## src/rtl/fifo_sync_param_if.sv

```systemverilog
// Handshake and status bundle for fifo_sync_param.
// The master modport is the producer/consumer side and the slave modport is the FIFO.
interface fifo_sync_param_if #(
  parameter int unsigned FIFO_WIDTH = 16,
  parameter int unsigned FIFO_DEPTH = 8
);
  logic [FIFO_WIDTH-1:0]              data_in;
  logic                               wr_en;
  logic                               rd_en;
  logic                               flush;
  logic [FIFO_WIDTH-1:0]              data_out;
  logic                               rd_valid;
  logic                               wr_ack;
  logic                               overflow;
  logic                               underflow;
  logic                               full;
  logic                               empty;
  logic                               almostfull;
  logic                               almostempty;
  logic [$clog2(FIFO_DEPTH+1)-1:0]    count;

  modport master (
    output data_in, wr_en, rd_en, flush,
    input  data_out, rd_valid, wr_ack, overflow, underflow,
           full, empty, almostfull, almostempty, count
  );

  modport slave (
    input  data_in, wr_en, rd_en, flush,
    output data_out, rd_valid, wr_ack, overflow, underflow,
           full, empty, almostfull, almostempty, count
  );
endinterface

```

## src/rtl/fifo_sync_param.sv

```systemverilog
// Single-clock parameterised FIFO: any depth (including non power of two),
// almost-full/empty thresholds, optional first-word-fall-through, flush and occupancy count.
module fifo_sync_param #(
  parameter int unsigned FIFO_WIDTH = 16,
  parameter int unsigned FIFO_DEPTH = 8,
  parameter int unsigned AF_LEVEL   = FIFO_DEPTH - 1,
  parameter int unsigned AE_LEVEL   = 1,
  parameter bit          FWFT       = 1'b0
) (
  input logic             clk,
  input logic             rst_n,
  fifo_sync_param_if.slave bus
);

  localparam int unsigned CW = $clog2(FIFO_DEPTH + 1);
  localparam int unsigned PW = $clog2(FIFO_DEPTH);
  localparam logic [PW-1:0] LAST_PTR = PW'(FIFO_DEPTH - 1);
  localparam logic [CW-1:0] DEPTH_C  = CW'(FIFO_DEPTH);
  localparam logic [CW-1:0] AF_C     = CW'(AF_LEVEL);
  localparam logic [CW-1:0] AE_C     = CW'(AE_LEVEL);

  if (FIFO_WIDTH == 0 || FIFO_DEPTH < 2 ||
      AF_LEVEL == 0 || AF_LEVEL > FIFO_DEPTH - 1 ||
      AE_LEVEL == 0 || AE_LEVEL > FIFO_DEPTH - 1) begin : g_param_check
    $error("fifo_sync_param: illegal parameter combination");
  end

  logic [FIFO_WIDTH-1:0] mem [FIFO_DEPTH];
  logic [PW-1:0]         wr_ptr;
  logic [PW-1:0]         rd_ptr;
  logic [CW-1:0]         cnt;
  logic                  full;
  logic                  empty;
  logic                  rd_accept;
  logic                  wr_accept;
  logic                  rd_go;
  logic                  wr_go;

  assign full  = (cnt == DEPTH_C);
  assign empty = (cnt == '0);

  // A full FIFO still takes a write when a read frees a slot on the same edge.
  assign rd_accept = bus.rd_en && !empty;
  assign wr_accept = bus.wr_en && (!full || rd_accept);
  assign rd_go     = rd_accept && !bus.flush;
  assign wr_go     = wr_accept && !bus.flush;

  assign bus.full        = full;
  assign bus.empty       = empty;
  assign bus.almostfull  = (cnt >= AF_C) && !full;
  assign bus.almostempty = !empty && (cnt <= AE_C);
  assign bus.count       = cnt;

  always_ff @(posedge clk or negedge rst_n) begin
    if (!rst_n) begin
      wr_ptr        <= '0;
      rd_ptr        <= '0;
      cnt           <= '0;
      bus.wr_ack    <= 1'b0;
      bus.overflow  <= 1'b0;
      bus.underflow <= 1'b0;
    end else if (bus.flush) begin
      wr_ptr        <= '0;
      rd_ptr        <= '0;
      cnt           <= '0;
      bus.wr_ack    <= 1'b0;
      bus.overflow  <= 1'b0;
      bus.underflow <= 1'b0;
    end else begin
      bus.wr_ack    <= wr_accept;
      bus.overflow  <= bus.wr_en && !wr_accept;
      bus.underflow <= bus.rd_en && !rd_accept;
      if (wr_accept) begin
        wr_ptr <= (wr_ptr == LAST_PTR) ? '0 : wr_ptr + 1'b1;
      end
      if (rd_accept) begin
        rd_ptr <= (rd_ptr == LAST_PTR) ? '0 : rd_ptr + 1'b1;
      end
      case ({wr_accept, rd_accept})
        2'b10:   cnt <= cnt + 1'b1;
        2'b01:   cnt <= cnt - 1'b1;
        default: cnt <= cnt;
      endcase
    end
  end

  always_ff @(posedge clk) begin
    if (wr_go) begin
      mem[wr_ptr] <= bus.data_in;
    end
  end

  if (FWFT) begin : g_fwft
    // Head word is shown directly; forced to zero when empty so reset reads back 0.
    assign bus.data_out = empty ? '0 : mem[rd_ptr];
    assign bus.rd_valid = !empty;
  end else begin : g_std
    always_ff @(posedge clk or negedge rst_n) begin
      if (!rst_n) begin
        bus.data_out <= '0;
        bus.rd_valid <= 1'b0;
      end else begin
        bus.rd_valid <= rd_go;
        if (rd_go) begin
          bus.data_out <= mem[rd_ptr];
        end
      end
    end
  end

  a_count_bound : assert property (@(posedge clk) disable iff (!rst_n) cnt <= DEPTH_C);
  a_full_empty  : assert property (@(posedge clk) disable iff (!rst_n) !(full && empty));

endmodule
```

## src/flat_wrapper.sv

```systemverilog
// flat-port wrapper written by rule: the top's interface ports become plain ports
module fifo_sync_param_flat 
#(
  parameter int unsigned FIFO_WIDTH = 16,
  parameter int unsigned FIFO_DEPTH = 8,
  parameter int unsigned AF_LEVEL   = FIFO_DEPTH - 1,
  parameter int unsigned AE_LEVEL   = 1,
  parameter bit          FWFT       = 1'b0
)
  (clk, rst_n, bus_data_in, bus_wr_en, bus_rd_en, bus_flush, bus_data_out, bus_rd_valid, bus_wr_ack, bus_overflow, bus_underflow, bus_full, bus_empty, bus_almostfull, bus_almostempty, bus_count);
  fifo_sync_param_if #(.FIFO_WIDTH(FIFO_WIDTH), .FIFO_DEPTH(FIFO_DEPTH)) bus_i ();
  input logic clk;
  input logic rst_n;
  input wire logic [$bits(bus_i.data_in)-1:0] bus_data_in;
  input wire logic [$bits(bus_i.wr_en)-1:0] bus_wr_en;
  input wire logic [$bits(bus_i.rd_en)-1:0] bus_rd_en;
  input wire logic [$bits(bus_i.flush)-1:0] bus_flush;
  output wire logic [$bits(bus_i.data_out)-1:0] bus_data_out;
  output wire logic [$bits(bus_i.rd_valid)-1:0] bus_rd_valid;
  output wire logic [$bits(bus_i.wr_ack)-1:0] bus_wr_ack;
  output wire logic [$bits(bus_i.overflow)-1:0] bus_overflow;
  output wire logic [$bits(bus_i.underflow)-1:0] bus_underflow;
  output wire logic [$bits(bus_i.full)-1:0] bus_full;
  output wire logic [$bits(bus_i.empty)-1:0] bus_empty;
  output wire logic [$bits(bus_i.almostfull)-1:0] bus_almostfull;
  output wire logic [$bits(bus_i.almostempty)-1:0] bus_almostempty;
  output wire logic [$bits(bus_i.count)-1:0] bus_count;
  assign bus_i.data_in = bus_data_in;
  assign bus_i.wr_en = bus_wr_en;
  assign bus_i.rd_en = bus_rd_en;
  assign bus_i.flush = bus_flush;
  assign bus_data_out = bus_i.data_out;
  assign bus_rd_valid = bus_i.rd_valid;
  assign bus_wr_ack = bus_i.wr_ack;
  assign bus_overflow = bus_i.overflow;
  assign bus_underflow = bus_i.underflow;
  assign bus_full = bus_i.full;
  assign bus_empty = bus_i.empty;
  assign bus_almostfull = bus_i.almostfull;
  assign bus_almostempty = bus_i.almostempty;
  assign bus_count = bus_i.count;
  fifo_sync_param #(.FIFO_WIDTH(FIFO_WIDTH), .FIFO_DEPTH(FIFO_DEPTH), .AF_LEVEL(AF_LEVEL), .AE_LEVEL(AE_LEVEL), .FWFT(FWFT)) u_core (.clk(clk), .rst_n(rst_n), .bus(bus_i));
endmodule
```

## config.mk

```make
export PLATFORM = sky130hd
export DESIGN_NAME = fifo_sync_param_flat
export DESIGN_NICKNAME = d
export VERILOG_FILES = /design/src/rtl/fifo_sync_param_if.sv /design/src/rtl/fifo_sync_param.sv /design/src/flat_wrapper.sv
export SDC_FILE = /design/constraint.sdc
export NUM_CORES = 1
export LEC_CHECK = 0
export BUFFER_PORTS_ARGS = -buffer_cell sky130_fd_sc_hd__buf_2
export CORE_ASPECT_RATIO = 2
export CORE_UTILIZATION = 46
export DETAILED_ROUTE_END_ITERATION = 8
export MAX_ROUTING_LAYER = met4
export SYNTH_ARGS = -nofsm -noshare
export SYNTH_HDL_FRONTEND = slang
export SYNTH_SLANG_ARGS = --single-unit
```

## constraint.sdc

```tcl
create_clock -name clk -period 4.5 [get_ports clk]
set_input_delay 0.675 -clock clk [delete_from_list [all_inputs] [get_ports clk]]
set_output_delay 0.675 -clock clk [all_outputs]
set_load 0.05 [all_outputs]
```

==> results.md <==
- Critical Path AT: ~2100 ps
- Area grow syn2layout: 15.6%
- Max Cap Viol: 0
- Leakage Power: roughly 0.0026 uW
- Yosys top cell by area: edfxtp_1
- Critical path class: reg2out
- Synthesized flop and latch total: between 150 and 200
- Initial Util: 47.1%
- Final ANT Viol Nets: 0
- CTS Root Cell: clkbuf_16
- Gr usage total: around 20%
- Mapped Cells: about 350
- Synth warn: 0
- CTS tree: done
- Placement Setup Slack: ~2100 ps
- RR Endpoint: u_core.bus.count[2]$_DFFE_PN0P_
- Fillers: between 1000 and 1500
- Final #Nets: about 430
- Max clock buf depth: 2
- Worst path slowest cell: or3b_1
- Worst-path clk slew: 70 ps
- Violated checks: DRC
- # H-tree levels: 4
- Synth Net Count: 374
- Largest net degree at the start of global routing: 35
- Final wirelength: between 10 and 15 mm
- Worst slew margin relative to its limit: about 43%
- Syn_area_per_cell: 18.2 sq um
- Fraction of layout cells with a size suffix above 1: 31.4%
- # DRC: 5
- CTS Hold Bufs: 0
- RSZ-0062 raised after global routing: no
- Vias after detailed routing: between 3000 and 4000
- Switching power: 1470 uW
- Max Clk Rate: roughly 360 MHz
- Number of flops mapped to enable cells by yosys: approximately 130
- Number of global-route vias before repair: 3445
- Io pins: 49
- Full die area: between 10000 and 15000 sq um
- Post-CTS setup buffers: 0
- # rows: 60
- Gpl congestion: 0.833
- IR drop worst, VDD: just over 300 uV
- Reg-to-reg critical path startpoint: u_core.bus.count[0]$_DFFE_PN0P_
- Required @ worst endpoint: around 3800 ps
- I/O Buffers: 48
- DR pass1 iterations: 8
- Part of the Yosys area used for sequential elements: about three quarters
- Min Tclk post-route: ~2800 ps
- Total CTS buffers: 17
- Diode count: 0
- Setup TNS: 0 ps
- Reg power frac: ~43%
- HP Class: in2async
- Status: finished with violations
- Post-cts resize count: 0
- Comb power frac: around a quarter
- Worst r2r path cells: 7
- Sw Share: between 30% and 40%
- Core Util, Final: a little over half
- Hpwl dp: 7.47 mm
- Asr flop ratio synth: 19.0%
- Critical path fanouts, max: 7
- Unique masters post-synth: 40
- Final setup margin: ~1700 ps
- Yosys top cell area share: 61.1%
- Clock power frac: 31.1%
- DR WL/cell: between 20 and 25 microns
- Top FF cell, synth: edfxtp_1
- Crit path cell chain: inv_1 -> ha_1 -> or3b_1 -> inv_6 -> buf_2
- 1st-iter DRT viols: 200
- Height of the die: roughly 170 microns
- Initial antenna violation count: 0
- Chip Width: approximately 85 microns
- Max incr delay on CP: 510 ps
- Clock Latency Late Sink: 420 ps
- Largest cells by area after synthesis: edfxtp_1 (61%), dfrtp_1 (12%), mux4_2 (11%)
- Final Hold Violating Endpoints: 0
- Core ar.: approximately 13000 sq um
- Post-Syn Area: 6290 sq um
- Element type at the critical path end: primary output
- Final setup viols: 0
- Most frequent cell after synthesis: edfxtp_1
- Slew @ Worst Pin: about 850 ps
- CP startpoint kind: register
- CTS sink cnt: 158
- R2R Setup Slk: between 2000 and 2500 ps
- First-pass GRT wire length: 19.3 mm
- Via/cell ratio: about 5.6
- Clock skew: 8.50 ps
- GRT Residual Overflow: 0
- Pins Over Slew Limit: 0
- Final Cycle Share: between 60% and 70%
- Synth top cells by count: edfxtp_1 (128), mux4_2 (32), dfrtp_1 (30), nand2_1 (27), o21ai_0 (20)
- Power Internal: about 2800 uW
- Pwr Density: approximately 590 nW/um^2
flip-flops by register name, indices dropped and copies added (netlist names):
signal                count
u_core.bus.wr_ack         1
u_core.mem              128
u_core.rd_ptr             3
u_core.bus.overflow       1
u_core.bus.rd_valid       1
u_core.wr_ptr             3
u_core.bus.underflow      1
u_core.bus.data_out      16
u_core.bus.count          4
worst max-delay path by stage:
stage                                               start               to
after floorplan           u_core.bus.count[0]$_DFFE_PN0P_  bus_almostempty
final                     u_core.bus.count[0]$_DFFE_PN0P_        bus_empty
after CTS                 u_core.bus.count[0]$_DFFE_PN0P_        bus_empty
after global routing      u_core.bus.count[0]$_DFFE_PN0P_        bus_empty
after global placement    u_core.bus.count[0]$_DFFE_PN0P_        bus_empty
after detailed placement  u_core.bus.count[0]$_DFFE_PN0P_        bus_empty
per-layer routing:
metal	vias up	track usage, %	wire length (microns)
met5	-	-	0
li1	1466	-	-
met3	27	3.99	375
met2	74	34.5	6870
met4	0	7.66	291
met1	1623	21.5	4460
power by group through the flow:
stage                     combinational (uW)  clock [uW]  sequential, uW
after global placement                  1110           0            1880
after global routing                    1180        1430            1880
final                                   1110        1330            1850
after floorplan                          669           0            2090
after detailed placement                1120           0            1890
after CTS                               1120        1370            1860
stage by stage:
stage | cells | hold slack (ps) | power (uW) | instance area [sq um]
floorplan | 345 | 379 | 2760 | 6290
global placement | 540 | 457 | 2990 | 6710
detailed placement | 540 | 466 | 3010 | 6710
CTS | 572 | 352 | 4350 | 7270
global route | 572 | 392 | 4490 | 7270
finish | 572 | 336 | 4290 | 7270
cell usage in the layout (no fill, tap or decap), types with 3 or more instances in the layout:
| master | n |
|---|---|
| a21oi_1 | 8 |
| buf_2 | 48 |
| buf_4 | 11 |
| clkbuf_16 | 17 |
| clkinvlp_4 | 3 |
| dfrtp_1 | 28 |
| edfxtp_1 | 128 |
| ha_1 | 8 |
| inv_1 | 5 |
| inv_6 | 6 |
| inv_8 | 3 |
| mux2i_1 | 17 |
| mux4_2 | 32 |
| nand2_1 | 27 |
| nand2b_1 | 4 |
| nand3_1 | 5 |
| nor2_1 | 11 |
| o21ai_0 | 20 |
| or3_1 | 4 |
cells by family (layout without fill, tap and decap cells):
logic type | count (synthesis) | after routing | share of synthesized area (%)
simple gates | 69 | 69 | 5.65
fa+ha+maj | 8 | 8 | 1.59
mux | 51 | 51 | 14.5
xor+xnor | 2 | 2 | 0.279
compound gates | 32 | 32 | 2.81
flops | 158 | 158 | 73.1
buf+inv | 25 | 97 | 2.07
cell type report:
type                       count  area [sq um]  area share (%)
timing repair buffer          59           323            4.44
clock buffer                  17           425            5.86
tap                          155           194            2.67
inverter                       6          27.5           0.379
clock inverter                15           126            1.74
sequential                   158          4600            63.3
multi-input combinational    162          1570            21.6
critical path: cells and delay by family (launching register included):
kind                     cells  cell delay [ps]
flip-flops                   1              440
buffers and inverters        3              490
adder cells (fa/ha/maj)      1              270
AND/OR/NAND/NOR              1              510
Power figures use the tool's default switching activity.
